--- src/rtl/count_history_display.sv ---
// Display stage for the ROM-based counter: keeps a four-deep history of distinct
// count values and scans it onto a multiplexed, active-low 4-digit 7-seg display.
module count_history_display #(
  parameter int DIGIT_CYCLES = 100000
) (
  input  logic       clk,
  input  logic       reset,
  input  logic [2:0] count,
  output logic [6:0] seg,
  output logic       dp,
  output logic [3:0] an,
  output logic       new_val,
  output logic [7:0] changes
);

  localparam int DIV_W = (DIGIT_CYCLES > 1) ? $clog2(DIGIT_CYCLES) : 1;
  localparam logic [DIV_W-1:0] DIV_LAST = DIV_W'(DIGIT_CYCLES - 1);

  typedef enum logic {PRIME, RUN} state_t;

  state_t           state, state_next;
  logic [2:0]       hist [4];
  logic [3:0]       valid;
  logic [DIV_W-1:0] div_cnt;
  logic [1:0]       digit_sel;
  logic             do_prime, do_shift;
  logic [6:0]       seg_next;
  logic [3:0]       an_next;
  logic             dp_next;

  function automatic logic [6:0] seg_decode(input logic [2:0] v);
    case (v)
      3'd0:    return 7'h40;
      3'd1:    return 7'h79;
      3'd2:    return 7'h24;
      3'd3:    return 7'h30;
      3'd4:    return 7'h19;
      3'd5:    return 7'h12;
      3'd6:    return 7'h02;
      default: return 7'h78;
    endcase
  endfunction

  // NOTE: every output of this block gets a default first, so no path leaves a value held and no latch is inferred.
  always_comb begin
    state_next = state;
    do_prime   = 1'b0;
    do_shift   = 1'b0;
    case (state)
      PRIME: begin
        do_prime   = 1'b1;
        state_next = RUN;
      end
      RUN:     do_shift = (count != hist[0]);
      default: state_next = PRIME;
    endcase
  end

  // NOTE: sequential state uses non-blocking assignments so every register samples pre-edge values.
  always_ff @(posedge clk) begin
    if (reset) state <= PRIME;
    else       state <= state_next;
  end

  // NOTE: the history is only four 3-bit registers, so it is reset like any other state rather than left uninitialised.
  always_ff @(posedge clk) begin
    if (reset) begin
      for (int i = 0; i < 4; i++) hist[i] <= 3'd0;
      valid   <= 4'b0000;
      new_val <= 1'b0;
      changes <= 8'd0;
    end else begin
      new_val <= do_prime | do_shift;
      if (do_prime) begin
        hist[0]  <= count;
        valid[0] <= 1'b1;
      end else if (do_shift) begin
        hist[3] <= hist[2];
        hist[2] <= hist[1];
        hist[1] <= hist[0];
        hist[0] <= count;
        valid   <= {valid[2:0], 1'b1};
        changes <= changes + 8'd1;
      end
    end
  end

  // Scan divider: digit_sel advances once every DIGIT_CYCLES edges.
  always_ff @(posedge clk) begin
    if (reset) begin
      div_cnt   <= '0;
      digit_sel <= 2'd0;
    end else if (div_cnt == DIV_LAST) begin
      div_cnt   <= '0;
      digit_sel <= digit_sel + 2'd1;
    end else begin
      div_cnt <= div_cnt + DIV_W'(1);
    end
  end

  always_comb begin
    an_next  = 4'hF;
    seg_next = 7'h7F;
    dp_next  = 1'b1;
    if (valid[digit_sel]) begin
      an_next  = ~(4'b0001 << digit_sel);
      seg_next = seg_decode(hist[digit_sel]);
      dp_next  = (digit_sel != 2'd0);
    end
  end

  // Registered pins keep the display free of decode glitches.
  always_ff @(posedge clk) begin
    if (reset) begin
      seg <= 7'h7F;
      an  <= 4'hF;
      dp  <= 1'b1;
    end else begin
      seg <= seg_next;
      an  <= an_next;
      dp  <= dp_next;
    end
  end

endmodule

--- config.mk ---
export PLATFORM = sky130hd
export DESIGN_NAME = count_history_display
export DESIGN_NICKNAME = d
export VERILOG_FILES = /design/src/rtl/count_history_display.sv
export SDC_FILE = /design/constraint.sdc
export NUM_CORES = 1
export LEC_CHECK = 0
export CAP_MARGIN = 40
export CORE_MARGIN = 1
export CORE_UTILIZATION = 40
export CTS_BUF_LIST = sky130_fd_sc_hd__clkbuf_8
export DETAILED_ROUTE_END_ITERATION = 10
export GPL_TIMING_DRIVEN = 0
export PLACE_DENSITY_LB_ADDON = 0.12
export SYNTH_ARGS = -nofsm -noshare
export SYNTH_HDL_FRONTEND = slang
export SYNTH_SLANG_ARGS = --single-unit
--- constraint.sdc ---
create_clock -name clk -period 2.11 [get_ports clk]
set_clock_uncertainty 0.15 [all_clocks]
set_input_delay 0.422 -clock clk [delete_from_list [all_inputs] [get_ports clk]]
set_output_delay 0.422 -clock clk [all_outputs]
set_load 0.02 [all_outputs]
==> results of run 1 <==
[critical path: cells and delay by family]
family | cells | cell delay, ns
AO/OA/AOI/OAI | 2 | 0.36
XOR/XNOR | 1 | 0.30
buffers and inverters | 1 | 0.50
AND/OR/NAND/NOR | 1 | 0.53
[cell usage after synthesis (2+ instances only)]
master | count | share of area (%)
xnor2_1 | 4 | 1.4
xor2_1 | 13 | 4.7
nor2_1 | 23 | 3.6
mux4_2 | 4 | 3.7
nand2_1 | 15 | 2.3
and2_1 | 13 | 3.4
ha_1 | 6 | 3.1
and4_1 | 4 | 1.4
o31ai_1 | 3 | 0.93
o21ai_1 | 5 | 1.0
or3_1 | 7 | 1.8
and3_1 | 2 | 0.52
nand2b_1 | 2 | 0.52
dfxtp_1 | 46 | 38
nand4_1 | 8 | 2.1
nor2b_1 | 2 | 0.52
clkbuf_1 | 3 | 0.47
buf_4 | 2 | 0.62
mux2i_1 | 4 | 1.7
buf_2 | 3 | 0.62
edfxtp_1 | 12 | 15
inv_1 | 5 | 0.78
o21ai_0 | 10 | 2.1
nor3_1 | 3 | 0.62
a21oi_1 | 13 | 2.7
or4_1 | 2 | 0.62
nand3_1 | 11 | 2.3
[what timing repair did]
action / CTS / global route
buffers inserted: 1 / 0
endpoints found under the setup margin: 18 / 18
pin swaps: 0 / 1
resized for setup: 1 / 6
[worst paths after layout]
| kind | cells after the start | from | endpoint |
|---|---|---|---|
| setup reg to reg | 6 | hist[0][1]$_SDFFCE_PN0P_ | changes[1]$_SDFFE_PP0P_ |
| hold / removal | 1 | div_cnt[0]$_SDFF_PP0_ | div_cnt[0]$_SDFF_PP0_ |
| hold reg to reg | 1 | div_cnt[0]$_SDFF_PP0_ | div_cnt[0]$_SDFF_PP0_ |
| setup / recovery | 5 | count[0] | changes[7]$_SDFFE_PP0P_ |
[cell families (layout without fill, tap and decap cells)]
family	Yosys count	after routing	synth area share, %
mux	8	8	5.38
fa+ha+maj	6	6	3.10
compound gates	35	35	8.33
buf+inv	14	56	2.64
xor+xnor	18	18	6.83
flops	58	58	53.0
simple gates	95	95	20.7
[report_power, final]
part	switching [mW]	leakage (nW)	total (mW)	internal (mW)
clock network	0.397	0.101	0.794	0.398
registers	0.0323	0.509	1.22	1.19
logic	0.116	0.488	0.220	0.104
[stage by stage]
stage	setup TNS [ns]	instance area (um^2)	utilization (%)
3_3_place_gp	-10.75	2760	48.6
3_5_place_dp	-9.36	2760	48.6
2_1_floorplan	0	2420	-
4_1_cts	0	2920	51.5
6_report	0	2940	51.8
5_1_grt	-0.00426	2940	51.8
[routing by layer]
metal  track usage [%]  share of wire [%]
met3              4.00                3.6
met2              22.1                 42
met4              8.75                2.4
met5                 0                  0
met1              20.3                 52
[flip-flops by register name (all words and copies together) (netlist names), named ones only]
signal / flops
an: 3
changes: 8
digit_sel: 2
div_cnt: 17
dp: 1
hist: 12
new_val: 1
seg: 7
state: 1
valid: 4
[layout make-up]
class | instances | area (um^2) | share of cell area (%)
Sequential cell | 58 | 1280 | 43.6
Clock buffer | 9 | 124 | 4.21
Inverter | 5 | 18.8 | 0.638
Tap cell | 72 | 90.1 | 3.06
Buffer | 9 | 47.5 | 1.62
Multi-Input combinational cell | 162 | 1090 | 37.2
Timing Repair Buffer | 26 | 258 | 8.76
Clock inverter | 7 | 27.5 | 0.936
==> metrics.txt, run 1 <==
status=completed; fin crit period=about 2 ns; Initial Util=between 40% and 50%; synth warn=0; Worst Path Required=about 2.2 ns; root buffer cell=clkbuf_8; Post-synth top flop=dfxtp_1; Max-slew headroom=between 60% and 70%; via count=between 1500 and 2000; WS Path Type=primary input to flip-flop; Critical Path, Cell by Cell=clkdlybuf4s50_1 -> xor2_1 -> o311ai_2 -> or4_1 -> a21oi_1; CTS Hold Bufs=0; port bufs=25; dpl cells=331; Slew Limit Fails=0; commonest non-fill, non-tap cell in the layout=dfxtp_1; pwr dens=between 700 and 800 nW/um^2; critical path peak fanout=6; drc violations=0; # setup viols final=0; Initial DRC Count=70; Tot Pwr=approximately 2.2 mW; synth-to-layout area growth=21.6%; Mapped Avg Cell Area=10.3 um^2; First-pass DRT Iterations=4; # diodes=0; Final Wtd Congestion=around 0.73; CTS tree=yes; period utilization=95.7%; pre-CTS setup slack=-0.452 ns; fillers=554; Routed Antenna Nets=0; Gate Count Post-Synth=roughly 230; clk slew on worst S/H paths=~0.060 ns; mean number of vias per cell=5.11; initial antenna violation count=0; H-tree Lvls=3; CP peak stage delay=between 0.5 and 0.6 ns; CP arrival=2.12 ns; FF-to-FF setup slack=approximately 0.18 ns; Sink Count=58; grt ovf=0; post-DR wirelength/cell=~12 um; first-pass GRT wire length=roughly 7400 um; Startpoint Class=primary input; #FFs+latches synth=58; cts bufs inserted=9; Post-Route WL=around 4200 um; RSZ-0062 raised after global routing=true; Die Ht=79.8 um; DP HPWL=2870 um; Post-synth EDFFs=12; Mapped Area=between 2000 and 2500 um^2; Die ar.=roughly 6400 um^2; vias in the first global route=1678; Min-Delay Path Class=flip-flop to flip-flop; final hold slack=about 0.32 ns; Setup WS post-layout=around 0.09 ns; Hold Violations, Final=0; pin count of the biggest net entering global routing=11; maximum VDD drop=between 0.0003 and 0.0004 V; Yosys cell types=36; GRT Util Overall=between 15 and 20%; post-synthesis net count=between 200 and 250; clock buffer depth=2; Chip Width=~80 um; Top Ports=26; slowest CP cell=or4_1; share of post-route cells with drive strength above 1=9.78%; Fmax=495 MHz; most frequent cells in the layout=dfxtp_1, clkdlybuf4s50_1, nor2_1, nand2_1; crit end category=flip-flop; Clock Latency Late Sink=roughly 0.32 ns; Seq/Total Area, Yosys=a little over half; P_leak=1.10 nW; max_cap viols=0; Core ar.=approximately 5700 um^2; ys async rst share=0%; Worst-Margin Slew=between 0.5 and 0.6 ns; final std cells w/o fill=between 300 and 400; Site Rows=27; Final nets=282
No activity file was read; power rests on OpenSTA's default activity.
==> inputs of run 2 (changes only) <==
- clock period: 2.11 -> 1.7 ns (I/O delays scaled with it)
==> run 2 against run 1 <==
  * Worst hold slack gained 0.024 ns
  * First-iteration DRC count is the same
  * Global-route usage grew 1.5 points
  * Clock power rose by 45%
  * Largest cell class is now multi-input combinational cells
  * Via count is 4.9% higher
  * The flow now finishes with violations (setup timing)
  * Routed wire length up 11%
==> metrics.txt, run 2 (synthesis results as in run 1) <==
Worst-Margin Slew=0.452 ns (was 0.543 ns); drc violations=0 (unchanged); period utilization=108%; Site Rows=27 (unchanged); # setup viols final=48 (was 0); Hold Violations, Final=0 (unchanged); # diodes=0 (unchanged); first-pass GRT wire length=7930 um (was 7380 um); mean number of vias per cell=5.03 (was 5.11); share of post-route cells with drive strength above 1=28.8% (was 9.78%); Final Wtd Congestion=0.753 (was 0.729); Critical Path, Cell by Cell=xor2_4 -> o31ai_4 -> buf_6 -> nor2_4 -> and2_2 (was clkdlybuf4s50_1 -> xor2_1 -> o311ai_2 -> or4_1 -> a21oi_1); Sink Count=58 (unchanged); Tot Pwr=3.05 mW (was 2.23 mW); root buffer cell=clkbuf_8 (unchanged); crit end category=flip-flop (unchanged); slowest CP cell=edfxtp_1 (was or4_1); Fmax=between 500 and 600 MHz; CP arrival=1.77 ns (was 2.12 ns); pin count of the biggest net entering global routing=11 (unchanged); Final nets=305 (was 282); commonest non-fill, non-tap cell in the layout=dfxtp_1 (unchanged); P_leak=1.27 nW (was 1.10 nW); WS Path Type=flip-flop to flip-flop (was primary input to flip-flop); Die ar.=6360 um^2 (unchanged); grt ovf=0 (unchanged); max_cap viols=0 (unchanged); Post-DP Area=2790 um^2 (was 2760 um^2); CP peak stage delay=0.47 ns (was 0.53 ns); largest registers=div_cnt (17), hist (12), changes (8) (unchanged); pwr dens=908 nW/um^2 (was 759 nW/um^2); Initial Util=42.6% (unchanged); Top Ports=26 (unchanged); Setup WS post-layout=-0.129 ns (was 0.0900 ns); CTS Hold Bufs=0 (unchanged); most frequent cells in the layout=dfxtp_1, dlygate4sd2_1, buf_4, nand2_1, and2_1 (was dfxtp_1, clkdlybuf4s50_1, nor2_1, nand2_1); H-tree Lvls=3 (unchanged); post-DR wirelength/cell=12.5 um (was 12.0 um); Routed Antenna Nets=0 (unchanged); setup TNS=-3.79 ns (was 0 ns); initial antenna violation count=0 (unchanged); max FFs per register=17 (unchanged); CTS tree=yes (unchanged); RSZ-0062 raised after global routing=true (unchanged); CP top delay family=flip-flops (was simple AND/OR/NAND/NOR gates); Min-Delay Path Class=flip-flop to flip-flop (unchanged); Startpoint Class=flip-flop (was primary input); port bufs=25 (unchanged); clk slew on worst S/H paths=0.06 ns (about the same); critical path peak fanout=7 (was 6); cts bufs inserted=9 (unchanged); via count=1866 (was 1779); Chip Width=79.8 um (unchanged); status=finished, violations left (was completed); Core ar.=5680 um^2 (unchanged); vias in the first global route=1691 (was 1678); First-pass DRT Iterations=4 (unchanged); Reg with most FFs=div_cnt (unchanged); Die Ht=79.8 um (unchanged); Design Area, Final=3360 um^2 (was 2940 um^2); Slew Limit Fails=0 (unchanged); Post-Route WL=4640 um (was 4190 um); Max-slew headroom=69.9% (was 63.8%); DP HPWL=2910 um (was 2870 um); Initial DRC Count=70 (unchanged); maximum VDD drop=0.000708 V (was 0.000391 V); fin crit period=approximately 1.8 ns; clock buffer depth=2 (unchanged); Clock Latency Late Sink=0.33 ns (was 0.32 ns); synth-to-layout area growth=38.8% (was 21.6%); GRT Util Overall=16.7% (was 15.2%); Worst Path Buf+Inv=1 (unchanged); Worst Path Required=1.64 ns (was 2.21 ns); failing checks=setup timing
-- run 2: cell count changes in the layout (fill, tap and decap cells not counted), moves of 3 or more --
cell,delta
a21oi_1,-4
a21oi_2,+4
buf_4,+11
buf_6,+12
clkdlybuf4s50_1,-24
dfxtp_1,-7
dfxtp_2,+7
dlygate4sd2_1,+24
inv_1,-3
nor2_1,-10
nor2_2,+9
o21ai_0,-3
o21ai_1,+3
-- run 2: repair_timing --
action / in CTS / in global routing
gates resized for setup: 51 / 35
endpoints found under the setup margin: 75 / 60
buffers inserted: 14 / 8
pin swaps: 14 / 19
gates cloned: 1 / 1
-- run 2: layout make-up --
cell class,instances,area (um^2)
flip-flops and latches,58,1290
repair buffers,48,427
well taps,72,90.1
fillers,520,2320
inverters,5,18.8
plain buffers,9,62.6
multi-input cells,163,1290
clock inverters,7,53.8
clock buffers,9,124
-- run 2: report_power, final --
part | internal [mW] | total (mW) | switching (mW)
Combinational | 0.185 | 0.381 | 0.195
Clock | 0.648 | 1.15 | 0.501
Sequential | 1.47 | 1.52 | 0.0437
-- run 2: path summary, 6_finish.rpt --
kind / from / endpoint / slack [ns] / cells past startpoint
min reg2reg: changes[7]$_SDFFE_PP0P_ / changes[7]$_SDFFE_PP0P_ / 0.34 / 2
max: hist[0][1]$_SDFFCE_PN0P_ / hist[1][1]$_SDFFCE_PN0P_ / -0.13 / 5
max reg2reg: hist[0][1]$_SDFFCE_PN0P_ / hist[1][1]$_SDFFCE_PN0P_ / -0.13 / 5
min: changes[7]$_SDFFE_PP0P_ / changes[7]$_SDFFE_PP0P_ / 0.34 / 2
-- run 2: metrics by stage --
step	std cells	hold slack [ns]	setup WS (ns)	util, %
final	371	0.341	-0.129	59.1
after global routing	371	0.361	-0.195	59.1
after CTS	362	0.328	-0.135	56.0
after detailed placement	331	0.302	-0.636	49.1
after global placement	331	0.295	-0.651	49.1
after floorplan	234	0.276	-0.0693	-
-- run 2: tightest hold or removal path, stage by stage, from the launching register on --
cell     delay, ns
dfxtp_1       0.32
o31ai_1       0.06
a21oi_1       0.06
-- run 2: routing by layer --
metal	share of wire (%)	track usage [%]	wire [um]	vias to the layer above
met5	0	0	0	-
met4	1.4	5.36	63	0
met3	4.7	7.20	217	9
met2	46	25.6	2140	33
met1	48	21.1	2220	876
li1	-	-	-	948
==> inputs of run 3 (changes only) <==
- CAP_MARGIN: 40 -> unset
- CTS_CLUSTER_DIAMETER: unset -> 60
- DONT_BUFFER_PORTS: unset -> 1
==> run 3 against run 2 <==
  * The flow still finishes with violations (setup timing)
  * Via count decreased by 5.9%
  * Register-to-register slack is essentially flat
  * Utilization fell by 5.6 points
  * Sequential share of layout area up 4.1 points
  * Clock-buffer cell count increased by 2
  * Worst hold slack lost 0.28 ns
  * Global-route usage shrank 0.85 points
  * Clock power down 3%
  * Total power shrank 3.4%
  * Critical endpoint unchanged
==> metrics.txt, run 3 (synthesis results as in run 1) <==
status=finished, violations left (unchanged); failing checks=setup timing (unchanged); Reg with most FFs=div_cnt (unchanged); H-tree Lvls=3 (unchanged); Clock Latency Late Sink=0.33 ns (about the same); via count=1755 (was 1866); Final nets=275 (was 305); clk slew on worst S/H paths=0.06 ns (about the same); pre-CTS setup slack=-0.306 ns (was -0.636 ns); FF-to-FF setup slack=-0.12 ns (was -0.13 ns); # diodes=0 (unchanged); Critical R2R Launch=hist[0][2]$_SDFFCE_PN0P_ (was hist[0][1]$_SDFFCE_PN0P_); Hold Violations, Final=0 (unchanged); Max-slew headroom=59.4% (was 69.9%); first-pass GRT wire length=7460 um (was 7930 um); combinational share of power=9.4% (was 12.5%); Critical Path, Cell by Cell=xor2_4 -> o31ai_4 -> buf_6 -> nor2_4 -> and2_4 (was xor2_4 -> o31ai_4 -> buf_6 -> nor2_4 -> and2_2); DP HPWL=2900 um (was 2910 um); mean number of vias per cell=5.15 (was 5.03); Top Ports=26 (unchanged); Clock Power Share=37.7% (about the same); Chip Width=79.8 um (unchanged); Setup WS post-layout=-0.122 ns (was -0.129 ns); Critical Path Source=hist[0][2]$_SDFFCE_PN0P_ (was hist[0][1]$_SDFFCE_PN0P_); hold path start=count[0] (was changes[7]$_SDFFE_PP0P_); clock buffer depth=2 (unchanged); final std cells w/o fill=341 (was 371); Initial DRC Count=69 (was 70); Worst-Margin Slew=0.609 ns (was 0.452 ns); initial antenna violation count=0 (unchanged); Site Rows=27 (unchanged); Post-Route WL=4550 um (was 4640 um); WS Path Type=flip-flop to flip-flop (unchanged); root buffer cell=clkbuf_8 (unchanged); grt ovf=0 (unchanged); pin count of the biggest net entering global routing=11 (unchanged); vias in the first global route=1619 (was 1691); Worst Path Required=1.64 ns (about the same); Reg power frac=52.9% (was 49.8%); largest registers=div_cnt (17), hist (12), changes (8) (unchanged); P_leak=1.14 nW (was 1.27 nW); max_cap viols=0 (unchanged); GRT Util Overall=15.9% (was 16.7%); Startpoint Class=flip-flop (unchanged); Sink Count=58 (unchanged); cts bufs inserted=9 (unchanged); First-pass DRT Iterations=4 (unchanged); critical path peak fanout=9 (was 7); CP peak stage delay=0.49 ns (was 0.47 ns); maximum VDD drop=0.000538 V (was 0.000708 V); synth-to-layout area growth=25.6% (was 38.8%); CP arrival=1.76 ns (was 1.77 ns); Core ar.=5680 um^2 (unchanged); dpl cells=306 (was 331); Routed Antenna Nets=0 (unchanged); Worst Path Buf+Inv=1 (unchanged); Cell Int Power=2.21 mW (was 2.31 mW); Die Ht=79.8 um (unchanged); most frequent cells in the layout=dfxtp_1, nor2_1, nand2_1 (was dfxtp_1, dlygate4sd2_1, buf_4, nand2_1, and2_1); Min-Delay Path Class=primary input to flip-flop (was flip-flop to flip-flop); Fmax=549 MHz (was 547 MHz); Psw=0.735 mW (was 0.740 mW); Sw Ratio=25.0% (was 24.3%); Initial Util=42.6% (unchanged); slowest CP cell=edfxtp_1 (unchanged); drc violations=0 (unchanged); fin crit period=1.82 ns (was 1.83 ns); CTS tree=yes (unchanged); period utilization=107% (was 108%); pwr dens=969 nW/um^2 (was 908 nW/um^2); post-DR wirelength/cell=13.3 um (was 12.5 um); share of post-route cells with drive strength above 1=28.3% (was 28.8%); CP top delay family=flip-flops (unchanged); commonest non-fill, non-tap cell in the layout=dfxtp_1 (unchanged); Slew Limit Fails=0 (unchanged); # setup viols final=37 (was 48); RSZ-0062 raised after global routing=true (unchanged); crit end category=flip-flop (unchanged); Die ar.=6360 um^2 (unchanged); Final Wtd Congestion=0.700 (was 0.753); max FFs per register=17 (unchanged); port bufs=0 (was 25)
[run 3: worst paths after layout]
path,endpoint,cells after the start
worst max-delay path,hist[1][1]$_SDFFCE_PN0P_,5
worst min-delay path,hist[0][0]$_SDFFCE_PN0P_,1
worst max register to register,hist[1][1]$_SDFFCE_PN0P_,5
worst min register to register,div_cnt[16]$_SDFF_PP0_,2
[run 3: per-stage QoR]
stage          total power, mW  cell area [um^2]  hold WS, ns  TNS, ns  util, %
3_5_place_dp              1.76              2540        0.301    -8.38     44.7
2_1_floorplan             1.71              2450        0.276   -0.217        -
6_report                  2.94              3040       0.0572    -2.28     53.5
4_1_cts                   2.94              2960       0.0337    -2.34     52.2
3_3_place_gp              1.75              2540        0.293    -7.76     44.7
5_1_grt                   3.08              3040       0.0525    -5.64     53.5
[run 3: area by class of cell]
type / count / area, um^2
clock buffers: 11 / 151
inverters: 5 / 18.8
multi-input cells: 162 / 1230
plain buffers: 8 / 51.3
clock inverters: 5 / 23.8
repair buffers: 20 / 184
well taps: 72 / 90.1
fillers: 512 / 2640
flip-flops and latches: 58 / 1290
[run 3: routing by layer]
layer	GRT usage, %	vias up	part of all wire [%]
met3	5.03	9	4.6
met2	23.7	39	46
met4	8.57	0	2.1
li1	-	891	-
met5	0	-	0
met1	20.2	816	48
[run 3: repair_timing]
item | CTS | global route
cloned | 1 | 0
hold buffers | 0 | 0
pin swaps | 25 | 6
setup endpoints to repair | 51 | 62
buffers inserted | 15 | 4
resized for setup | 32 | 19
[run 3: worst register-to-register path, delay by kind of cell (launching register included)]
kind / cells / cell delay (ns)
xor+xnor: 1 / 0.22
flops: 1 / 0.49
buf+inv: 1 / 0.19
compound gates: 1 / 0.29
simple gates: 2 / 0.24
[run 3: power by group through the flow]
stage                     Combinational [mW]  Clock [mW]  Sequential [mW]
after floorplan                        0.147           0             1.57
after global placement                 0.173           0             1.58
after detailed placement               0.175           0             1.58
after CTS                              0.250        1.13             1.56
after global routing                   0.307        1.20             1.57
final                                  0.278        1.11             1.56
==> edit 1, RTL diff (flow settings as in run 1) <==
Reset style: asynchronous (`reset`), changed in 4 clocked blocks.
--- a/src/rtl/count_history_display.sv
+++ b/src/rtl/count_history_display.sv
@@ -59,3 +59,3 @@
   // NOTE: sequential state uses non-blocking assignments so every register samples pre-edge values.
-  always_ff @(posedge clk) begin
+  always_ff @(posedge clk or posedge reset) begin
     if (reset) state <= PRIME;
@@ -65,3 +65,3 @@
   // NOTE: the history is only four 3-bit registers, so it is reset like any other state rather than left uninitialised.
-  always_ff @(posedge clk) begin
+  always_ff @(posedge clk or posedge reset) begin
     if (reset) begin
@@ -88,3 +88,3 @@
   // Scan divider: digit_sel advances once every DIGIT_CYCLES edges.
-  always_ff @(posedge clk) begin
+  always_ff @(posedge clk or posedge reset) begin
     if (reset) begin
@@ -112,3 +112,3 @@
   // Registered pins keep the display free of decode glitches.
-  always_ff @(posedge clk) begin
+  always_ff @(posedge clk or posedge reset) begin
     if (reset) begin
Check against the original RTL: differs if reset is asserted again (counterexample within 4 cycles, from zero or initial values and one cycle with reset high); with reset held inactive, the same outputs for 10 cycles.
==> edit 1 against run 1 <==
- hold slack worse by 0.015 ns
- utilization down 2.0 points
- cell count decreased by 12%
- area after synthesis grew 0.83%
- critical path depth is 4 lower
- routed wire length fell by 8.9%
- sequential share of layout area grew 4.7 points
- design area shrank 0.34%
- sequential cell count shrank 2
- die area up 0.80%
- setup slack improved by 0.025 ns
- highest routed layer unchanged
Power is not compared: it rests on default switching activity, and its combinational part moved more than twofold at a synthesized area within 25%.
==> edit 1: results (changes against run 1) <==
stage,metric,value,unit,change
outcome,status,"finished, final reports clean",,
timing,tightest_slew,0.5699,ns,+0.02679 ns
place,gp_congestion,0.7322,,+0.49%
place,dp_slack,-0.1671,ns,+0.2845 ns
timing,post-route-period-util,94.57,%,-1.2 points
cells_and_area,fin_area,2932,um^2,-0.34%
cells_and_area,final_nets,240,,-15%
place,dpl_cell_area,2803,um^2,+1.6%
yosys,synth_nets,207,,-16%
floorplanning,rows,28,,+3.7%
clock_network,postCtsSetupBuffers,0,,-1
cells_and_area,final-nonclk-buf-share,11.01,%,+0.63 points
yosys,ys_seq_area_share,58.03,%,+5.1 points
cells_and_area,seq_share,48.27,%,+4.7 points
cells_and_area,multi_input_area,950.9,um^2,-13%
cells_and_area,clkbuf_count,7,,-2
drt,wl_met2,1.687,mm,-3.3%
cells_and_area,drive_above_1_share,22.17,%,+12 points
clock_network,cts_max_level,2,,-1
yosys,synth_commonest_cells,"dfrtp_1, nand2_1, xor2_1",,
setup_path,cp_max_fo,2,,-4
worst_hold_path,hold_end,new_val$_DFF_PP0_,,
drt,wl_met3,173,um,+15%
yosys,async_flop_share,100.0,%,+100 points
yosys,syn-instance-count,196,,-16%
clock_network,postCtsResizedCells,0,,-1
yosys,ys_ff_latch,56,,-3.4%
setup_path,cp_slowest_cell,clkdlybuf4s50_1,,
yosys,yosys-top-cells-area,"dfrtp_1, dfstp_2, mux2_2, xor2_1, mux4_2",,
drt,routedLengthMet1,1.897,mm,-13%
global_routing,grt_pass1_vias,1473,,-12%
[edit 1: cell count changes in the layout (fill, tap and decap cells not counted), moves of 5 or more]
cell      before  now
and2_1        13    0
nand4_1        8    3
mux2_2         0   14
nand2_1       14   20
a21oi_1       13    1
edfxtp_1      12    0
or3_1          7    2
dfrtp_1        0   45
dfxtp_1       46    0
dfstp_2        0   11
inv_1         11    5
nand3_1       11    5
nor2_1        22   11
o21ai_0       10    4
[edit 1: layer usage]
layer,up-vias,track usage [%]
li1,726,-
met1,753,19.29
met2,30,21.62
met3,6,4.091
met4,0,4.821
met5,-,0
[edit 1: kinds of logic after synthesis]
| family | count (synthesis) | synth area share [%] |
|---|---|---|
| adders and majority gates | 6 | 3.078 |
| buffers and inverters | 15 | 2.976 |
| xor gates and xnor gates | 24 | 8.620 |
| other | 1 | 0.1538 |
| DFF | 56 | 58.03 |
| AOI/OAI and AO/OA | 11 | 2.925 |
| muxes | 18 | 10.16 |
| and+or+nand+nor | 65 | 14.06 |
==> edit 2, RTL diff (flow settings as in run 1) <==
Made on the original files. Change the parameter `DIGIT_CYCLES` from 100000 to 25000.
--- a/src/rtl/count_history_display.sv
+++ b/src/rtl/count_history_display.sv
@@ -3,3 +3,3 @@
 module count_history_display #(
-  parameter int DIGIT_CYCLES = 100000
+  parameter int DIGIT_CYCLES = 25000
 ) (
Behaviour: same outputs for any inputs over 10 cycles, from zero or initial values and one cycle with reset high; that may be too few to reach the edited logic, so the function may still have changed.
==> edit 2 against run 1 <==
- utilization decreased by 2.0 points
- count of clock-buffer cells in the layout decreased by 4
- area after synthesis decreased by 5.4%
- setup slack improved by 0.016 ns
- via count decreased by 12%
- cell count decreased by 8.0%
- sequential cell count decreased by 2
- sequential power decreased by 3%
- routed wire length decreased by 9.3%
- power decreased by 6.7%
- sequential share of layout area increased by 1.7 points
- highest routed layer unchanged
- design area decreased by 6.7%
- largest cell class unchanged
- register-to-register slack got worse by 0.02 ns
==> edit 2: results (changes against run 1) <==
stage,metric,value,unit,change
place,io_buffers,24,,-4.0%
drt,routedWlPerCell,11.87,um,-1.3%
setup_path,reg2regPathDepth,5,,-1
cells_and_area,antenna_cells,0,,unchanged
clock_network,postCtsSetupBuffers,0,,-1
yosys,synth.distinct_cells,34,,-5.6%
yosys,synth-compound-area-share,8.037,%,-0.29 points
setup_path,r2r-end,hist[1][1]$_SDFFCE_PN0P_,,
yosys,yosys-top-cells-area,"dfxtp_1, edfxtp_1, xor2_1, and2_1, nor2_1",,
timing,fin_crit,2.004,ns,-0.01554 ns
place,dp.cells,312,,-5.7%
yosys,synth_xor_area_share,6.506,%,-0.32 points
timing,hold_viol,0,,unchanged
setup_path,cp_max_fo,10,,+4
drt,drtIter0Drc,51,,-27%
place,dpl.hpwl,2.617,mm,-8.8%
yosys,ys_seq_area_share,54.24,%,+1.3 points
power,leakagePower,1.006,nW,-8.3%
power,vdd_drop_max,0.3580,mV,-8.4%
setup_path,crit_start,count[1],,
place,dpl_cell_area,2619,um^2,-5.1%
setup_path,arrival,1.93,ns,-0.19 ns
cells_and_area,drive_above_1_share,8.468,%,-1.3 points
yosys,synth_commonest_cells,"dfxtp_1, nor2_1, nand2_1",,
global_routing,grt_antenna_before_repair,0,,unchanged
outcome,status,"finished, final reports clean",,
yosys,avgSynthCellArea,10.59,um^2,+2.5%
global_routing,grt_max_degree,18,,+7
global_routing,grt_usage,14.20,%,-1.0 points
yosys,synth_nets,227,,-7.3%
global_routing,grt_pass1_vias,1468,,-13%
cells_and_area,nFillCells,517,,-6.7%
clock_network,cts_max_level,2,,-1
cells_and_area,final_nets,258,,-8.5%
drt,vias,1568,,-12%
clock_network,cts_made_buffers,5,,-4
place,dp_slack,-0.3420,ns,+0.1097 ns
timing,relSlewSlack,62.82,%,-0.98 points
yosys,async_flop_share,0,%,unchanged
drt,avgViaCountPerCell,4.900,,-4.1%
cells_and_area,reg_top3,"div_cnt x15, hist x12, changes x8",,
clock_network,clkTransAtPathRegs,0.10,ns,+0.04 ns
setup_path,r2r_slack,0.16,ns,-0.02 ns
yosys,synth_mux_area_share,6.288,%,+0.91 points
yosys,synth-adder-area-share,3.280,%,+0.18 points
place,gp_congestion,0.7376,,+1.2%
global_routing,grt_first_pass_wirelength,6.768,mm,-8.2%
-- edit 2: metrics by stage --
| stage | total power [mW] | util (%) | hold slack, ns |
|---|---|---|---|
| 3_5_place_dp | 1.410 | 47.56 | 0.2974 |
| 6_report | 2.083 | 49.85 | 0.3194 |
| 4_1_cts | 2.105 | 49.63 | 0.3190 |
| 5_1_grt | 2.180 | 49.85 | 0.3482 |
| 2_1_floorplan | 1.330 | - | 0.2675 |
| 3_3_place_gp | 1.408 | 47.56 | 0.2877 |
-- edit 2: timing repair --
item / CTS / global route
pin swaps: 0 / 0
gates resized for setup: 1 / 4
endpoints found under the setup margin: 1 / 19
-- edit 2: report_power, final --
group          leakage (nW)  switching [mW]  internal (mW)
Clock                0.0558           0.342          0.352
Combinational         0.458           0.112         0.0969
Sequential            0.493          0.0320           1.15
-- edit 2: area by class of cell --
type | count | share of cell area, %
Sequential cell | 56 | 45.21
Multi-Input combinational cell | 149 | 36.87
Timing Repair Buffer | 24 | 8.751
Tap cell | 72 | 3.282
Clock buffer | 5 | 2.507
Clock inverter | 3 | 1.550
Buffer | 6 | 1.139
Inverter | 5 | 0.6837
-- edit 2: worst min path at each step --
stage	end	slack, ns	depth (start not counted)
after floorplan	div_cnt[0]$_SDFF_PP0_	0.27	1
after global placement	div_cnt[0]$_SDFF_PP0_	0.29	1
after detailed placement	div_cnt[0]$_SDFF_PP0_	0.30	1
after CTS	div_cnt[0]$_SDFF_PP0_	0.32	1
after global routing	div_cnt[0]$_SDFF_PP0_	0.35	1
final	div_cnt[0]$_SDFF_PP0_	0.32	1
-- edit 2: kinds of logic (layout without fill, tap and decap cells) --
| kind of cell | count (synthesis) | in the layout |
|---|---|---|
| xor gates and xnor gates | 17 | 17 |
| and+or+nand+nor | 87 | 87 |
| adders and majority gates | 6 | 6 |
| AOI/OAI and AO/OA | 30 | 30 |
| buffers and inverters | 11 | 43 |
| DFF | 56 | 56 |
| muxes | 9 | 9 |
-- edit 2: worst max-delay path, cell delays in order --
cell and delay, ns:
clkdlybuf4s50_1 0.45, xor2_2 0.19, o31ai_1 0.29, buf_4 0.25
nor2_2 0.10, and2_2 0.22
-- edit 2: routing by layer --
metal	share of wire, %	track usage [%]
met1	53	19.72
met2	41	21.33
met3	3.9	3.529
met4	1.4	5.094
met5	0	0
